File: src/rtl/ppu_oam_dma_if.sv
// Bus bundle for the OAM DMA engine: CPU-side read port, PPU OAM write port and control.
interface ppu_oam_dma_if;
  logic        start;
  logic [7:0]  src_page;
  logic        vblank;
  logic        mem_gnt;
  logic [7:0]  mem_rdata;
  logic [15:0] mem_addr;
  logic        mem_rd;
  logic [3:0]  oam_we;
  logic [5:0]  oam_w_addr;
  logic [31:0] oam_data_in;
  logic        busy;
  logic        done;

  modport master (
    input  start, src_page, vblank, mem_gnt, mem_rdata,
    output mem_addr, mem_rd, oam_we, oam_w_addr, oam_data_in, busy, done
  );

  modport slave (
    output start, src_page, vblank, mem_gnt, mem_rdata,
    input  mem_addr, mem_rd, oam_we, oam_w_addr, oam_data_in, busy, done
  );
endinterface

File: src/rtl/ppu_oam_dma.sv
// Copies NUM_SPRITES*4 bytes from a CPU memory page into PPU sprite OAM, one packed word per sprite.
module ppu_oam_dma #(
  parameter int NUM_SPRITES = 64,
  parameter bit WAIT_VBLANK = 1'b1
) (
  input logic           clk,
  input logic           rst,
  ppu_oam_dma_if.master bus
);

  typedef enum logic [2:0] {
    IDLE   = 3'd0,
    SYNC   = 3'd1,
    REQ    = 3'd2,
    DATA   = 3'd3,
    WRITE  = 3'd4,
    FINISH = 3'd5
  } state_t;

  localparam logic [7:0] LAST_BYTE = 8'(NUM_SPRITES * 4 - 1);

  state_t      state_r, state_s;
  logic [7:0]  page_r, page_s;
  logic [7:0]  b_r, b_s;
  logic [31:0] pack_r, pack_s;
  logic        busy_r, mem_rd_r, done_r;
  logic [3:0]  oam_we_r;

  // Next-state, byte counter and pack-lane update
  always_comb begin
    state_s = state_r;
    page_s  = page_r;
    b_s     = b_r;
    pack_s  = pack_r;
    case (state_r)
      IDLE: begin
        if (bus.start) begin
          page_s  = bus.src_page;
          b_s     = 8'd0;
          state_s = SYNC;
        end else begin
          state_s = IDLE;
        end
      end
      SYNC: begin
        if ((WAIT_VBLANK == 1'b0) || bus.vblank) begin
          state_s = REQ;
        end else begin
          state_s = SYNC;
        end
      end
      REQ: begin
        if (bus.mem_gnt) begin
          state_s = DATA;
        end else begin
          state_s = REQ;
        end
      end
      DATA: begin
        case (b_r[1:0])
          2'd0:    pack_s[7:0]   = bus.mem_rdata;
          2'd1:    pack_s[15:8]  = bus.mem_rdata;
          2'd2:    pack_s[23:16] = bus.mem_rdata;
          2'd3:    pack_s[31:24] = bus.mem_rdata;
          default: pack_s        = pack_r;
        endcase
        if (b_r[1:0] == 2'd3) begin
          state_s = WRITE;
        end else begin
          b_s     = b_r + 8'd1;
          state_s = REQ;
        end
      end
      WRITE: begin
        // b stays on the last lane so oam_w_addr = b[7:2] names this sprite
        if (b_r == LAST_BYTE) begin
          state_s = FINISH;
        end else begin
          b_s     = b_r + 8'd1;
          state_s = REQ;
        end
      end
      FINISH: begin
        state_s = IDLE;
      end
      default: begin
        state_s = IDLE;
      end
    endcase
  end

  // State, datapath and output flag registers; flags are decoded from the next state
  always_ff @(posedge clk or negedge rst) begin
    if (!rst) begin
      state_r  <= IDLE;
      page_r   <= 8'd0;
      b_r      <= 8'd0;
      pack_r   <= 32'd0;
      busy_r   <= 1'b0;
      mem_rd_r <= 1'b0;
      done_r   <= 1'b0;
      oam_we_r <= 4'h0;
    end else begin
      state_r  <= state_s;
      page_r   <= page_s;
      b_r      <= b_s;
      pack_r   <= pack_s;
      busy_r   <= (state_s != IDLE);
      mem_rd_r <= (state_s == REQ);
      done_r   <= (state_s == FINISH);
      oam_we_r <= (state_s == WRITE) ? 4'hF : 4'h0;
    end
  end

  assign bus.mem_addr    = {page_r, b_r};
  assign bus.mem_rd      = mem_rd_r;
  assign bus.oam_we      = oam_we_r;
  assign bus.oam_w_addr  = b_r[7:2];
  assign bus.oam_data_in = pack_r;
  assign bus.busy        = busy_r;
  assign bus.done        = done_r;

endmodule

File: src/flat_wrapper.sv
// flat-port wrapper written by rule: the top's interface ports become plain ports
module ppu_oam_dma_flat 
#(
  parameter int NUM_SPRITES = 64,
  parameter bit WAIT_VBLANK = 1'b1
)
  (clk, rst, bus_start, bus_src_page, bus_vblank, bus_mem_gnt, bus_mem_rdata, bus_mem_addr, bus_mem_rd, bus_oam_we, bus_oam_w_addr, bus_oam_data_in, bus_busy, bus_done);
  ppu_oam_dma_if bus_i ();
  input logic clk;
  input logic rst;
  input wire logic [$bits(bus_i.start)-1:0] bus_start;
  input wire logic [$bits(bus_i.src_page)-1:0] bus_src_page;
  input wire logic [$bits(bus_i.vblank)-1:0] bus_vblank;
  input wire logic [$bits(bus_i.mem_gnt)-1:0] bus_mem_gnt;
  input wire logic [$bits(bus_i.mem_rdata)-1:0] bus_mem_rdata;
  output wire logic [$bits(bus_i.mem_addr)-1:0] bus_mem_addr;
  output wire logic [$bits(bus_i.mem_rd)-1:0] bus_mem_rd;
  output wire logic [$bits(bus_i.oam_we)-1:0] bus_oam_we;
  output wire logic [$bits(bus_i.oam_w_addr)-1:0] bus_oam_w_addr;
  output wire logic [$bits(bus_i.oam_data_in)-1:0] bus_oam_data_in;
  output wire logic [$bits(bus_i.busy)-1:0] bus_busy;
  output wire logic [$bits(bus_i.done)-1:0] bus_done;
  assign bus_i.start = bus_start;
  assign bus_i.src_page = bus_src_page;
  assign bus_i.vblank = bus_vblank;
  assign bus_i.mem_gnt = bus_mem_gnt;
  assign bus_i.mem_rdata = bus_mem_rdata;
  assign bus_mem_addr = bus_i.mem_addr;
  assign bus_mem_rd = bus_i.mem_rd;
  assign bus_oam_we = bus_i.oam_we;
  assign bus_oam_w_addr = bus_i.oam_w_addr;
  assign bus_oam_data_in = bus_i.oam_data_in;
  assign bus_busy = bus_i.busy;
  assign bus_done = bus_i.done;
  ppu_oam_dma #(.NUM_SPRITES(NUM_SPRITES), .WAIT_VBLANK(WAIT_VBLANK)) u_core (.clk(clk), .rst(rst), .bus(bus_i));
endmodule
File: config.mk
export PLATFORM = sky130hd
export DESIGN_NAME = ppu_oam_dma_flat
export DESIGN_NICKNAME = d
export VERILOG_FILES = /design/src/rtl/ppu_oam_dma_if.sv /design/src/rtl/ppu_oam_dma.sv /design/src/flat_wrapper.sv
export SDC_FILE = /design/constraint.sdc
export NUM_CORES = 1
export LEC_CHECK = 0
export ABC_AREA = 1
export CAP_MARGIN = 20
export CORE_AREA = 2 2 133 83
export CTS_CLUSTER_DIAMETER = 60
export DETAILED_ROUTE_END_ITERATION = 16
export DIE_AREA = 0 0 135 85
export PLACE_DENSITY_LB_ADDON = 0.25
export SETUP_SLACK_MARGIN = 0.1
export SYNTH_ARGS = -nofsm -noshare
export SYNTH_HDL_FRONTEND = slang
export SYNTH_SLANG_ARGS = --single-unit
File: constraint.sdc
create_clock -name clk -period 1.35 [get_ports clk]
set_input_delay 0.3375 -clock clk [delete_from_list [all_inputs] [get_ports clk]]
set_output_delay 0.3375 -clock clk [all_outputs]
set_load 0.05 [all_outputs]
==> impl_metrics.py <==
metrics = {
    "placed_design": {
        "dpl_worst_slack_ns": -0.1856,
        "port_buffers": 81,
        "place.gp.congestion": 0.7937,
        "dp_cells": 489,
        "post_dp_cell_area_sq_mm": 0.004170,
        "dp_hpwl_mm": 5.036,
    },
    "floorplan": {
        "die_y_microns": 85,
        "ios": 82,
        "die_w_microns": 135,
        "fp.coreArea_sq_mm": 0.01030,
        "rows": 29,
        "start_util_pct": 24.58,
        "die_area_sq_mm": 0.01148,
    },
    "route": {
        "avgRoutedWirePerCell_microns": 14.18,
        "firstDrtPassIters": 4,
        "drc": 0,
        "vias": 2238,
        "initialDrtViolationCount": 113,
        "routed_wl_mm": 7.628,
        "ant_nets": 0,
        "via_per_inst": 4.160,
    },
    "power": {
        "peakVddDrop_mv": 1.445,
        "powerDensity_mw_per_mm2": 2682,
        "power.leakage_nw": 2.287,
    },
    "outcome": {
        "violations": "setup timing",
        "run_status": "finished, violations left",
    },
    "critical_path": {
        "cp-start-kind": "flop",
        "cp_data_arrival_time_ns": 1.07,
        "cp.required_ns": 1.01,
        "worstSetupEndpointType": "output port",
        "reg2reg_from": "u_core.b_r[0]",
        "path_max_fanout": 3,
        "startpoint": "u_core.b_r[0]",
        "criticalPathCategory": "flop to output port",
    },
    "cts": {
        "htree_levels": 2,
        "clock_latency_ns": 0.29,
        "clk_pin_slew_ns": 0.07,
        "clockBufferDepth": 2,
        "clock_sink_count": 55,
        "cts_tree": "yes",
        "cts-root-buf": "clkbuf_16",
        "cts_buffers": 5,
    },
    "synthesis": {
        "synth_top_area_share_pct": 54.35,
        "synth_top_area_cell": "dfrtp_1",
        "yosysMostFrequentCell": "nand2_1",
        "yosys_warnings": 0,
        "synth_cell_types": 23,
        "synth-seq-cells": 55,
        "synth.cell_area_sq_mm": 0.002532,
        "synth_edf_count": 0,
        "synth_nets": 294,
        "async_flop_share_pct": 100.0,
        "ys_top_cells_by_count": "nand2_1 (95), dfrtp_1 (55), inv_1 (22)",
        "synth.area.top_cells": "dfrtp_1 (54%), nand2_1 (14%), o21ai_1 (4.2%), inv_1 (3.3%), o21ai_2 (2.8%)",
        "synth_top_flop_cell": "dfrtp_1",
        "syn_area_per_cell_sq_um": 9.414,
        "netlist_instances": 269,
        "yosysSeqAreaShare_pct": 54.35,
    },
    "timing": {
        "skew_ns": 0.005816,
        "worst_pin_slew_ns": 0.3868,
        "hold_viol": 0,
        "setup_ws_ns": -0.05689,
        "rsz0062_at_grt": "yes",
        "max_freq_mhz": 710.8,
        "finalSetupViolations": 9,
        "post-route-period-util_pct": 104.2,
        "fin_crit_ns": 1.407,
        "maxSlewHeadroom_pct": 74.22,
        "final_max_slew_viol_count": 0,
    },
    "final_layout": {
        "area_delta_synth_final_pct": 98.07,
        "layoutNonFillerInstCount": 538,
        "fin_area_sq_mm": 0.005016,
        "fin_nets": 423,
        "fillCellCount": 923,
        "utilization_pct": 48.68,
        "n_antenna_cell": 0,
        "drive_gt1_share_pct": 52.63,
    },
    "grt": {
        "grt_pass1_vias": 2213,
        "antenna_found_initial": 0,
        "grt_max_degree": 30,
        "grt.total_usage_pct": 13.37,
        "overflow": 0,
        "grt_pass1_wl_mm": 11.92,
    },
    "hold_path": {
        "hold_class": "input pin to async pin",
    },
    "job": {
        "max_cap_viol_count": 0,
    },
}
final timing paths:
path                                         endpoint  slack (ns)  cells after the start
max in group asynchronous  u_core.bus.oam_data_in[24]        0.35                      3
hold / removal                      u_core.bus.mem_rd        0.49                      2
hold reg to reg            u_core.bus.oam_data_in[27]        0.54                      2
min in group clk           u_core.bus.oam_data_in[27]        0.54                      2
setup reg to reg                        u_core.b_r[2]       -0.02                      8
setup / recovery                      bus_mem_addr[0]       -0.06                      3
through the flow:
step                      TNS [ns]  total power, mW  hold slack, ns
after CTS                  -0.1966            13.05          0.5018
after detailed placement    -2.408            10.46          0.2742
after global placement      -1.848            10.39          0.2737
after global routing        -1.018            14.06          0.5173
after floorplan            -0.7800            6.675         0.04191
final                      -0.1351            13.45          0.4943
placed cells by master (no fill, tap or decap), types with 6 or more instances in the layout:
cell type / instances
buf_6: 13
nor2_4: 8
clkdlybuf4s50_1: 19
nand2_2: 16
dfrtp_1: 37
nand2_1: 71
nand2_4: 13
inv_1: 16
inv_2: 6
dfrtp_2: 18
buf_12: 65
buf_4: 31
o21ai_1: 22
o21ai_2: 9
nor2_1: 8
report_power, final:
group	total [mW]	leakage, nW	internal [mW]	switching, mW
logic	8.52	1.54	4.07	4.45
registers	3.26	0.655	2.39	0.872
clock network	1.67	0.0900	1.06	0.606
cells by family after synthesis:
kind of cell / synth area share (%)
AOI/OAI and AO/OA: 7.905
xor gates and xnor gates: 1.384
adders and majority gates: 1.976
buffers and inverters: 9.041
DFF: 54.35
and+or+nand+nor: 25.35
critical path: stages, from the launching register on:
cell,delay (ns)
dfrtp_2,0.41
buf_6,0.12
buf_6,0.11
buf_12,0.13
routing by layer:
metal	global-route usage [%]	vias up	wire length, microns
met5	0	-	0
met4	1.231	0	8
met3	5.018	2	620
met2	19.06	67	3304
met1	19.96	1074	3694
li1	-	1095	-
timing repair:
item                                    4_1_cts  5_1_grt
gates cloned                                  4        1
endpoints found under the hold margin        11        0
hold buffers                                  1        0
endpoints found under the setup margin       63       79
buffers inserted                             23       12
gates resized for setup                      57       33
pin swaps                                    14       11
flip-flops by register name, indices dropped and copies added (netlist names):
register and cells:
u_core.state_r 3, u_core.bus.busy 1, u_core.b_r 8, u_core.bus.oam_data_in 32
u_core.bus.done 1, u_core.page_r 8, u_core.bus.mem_rd 1, u_core.bus.oam_we 1
cell type report:
cell class,count,area (sq um),share of cell area [%]
sequential,55,1399,27.89
timing repair buffer,133,1933,38.54
clock inverter,3,67.56,1.347
multi-input combinational,177,1196,23.85
clock buffer,5,125.1,2.494
tap,139,173.9,3.467
inverter,26,121.4,2.420
No activity file was read; power rests on OpenSTA's default activity.
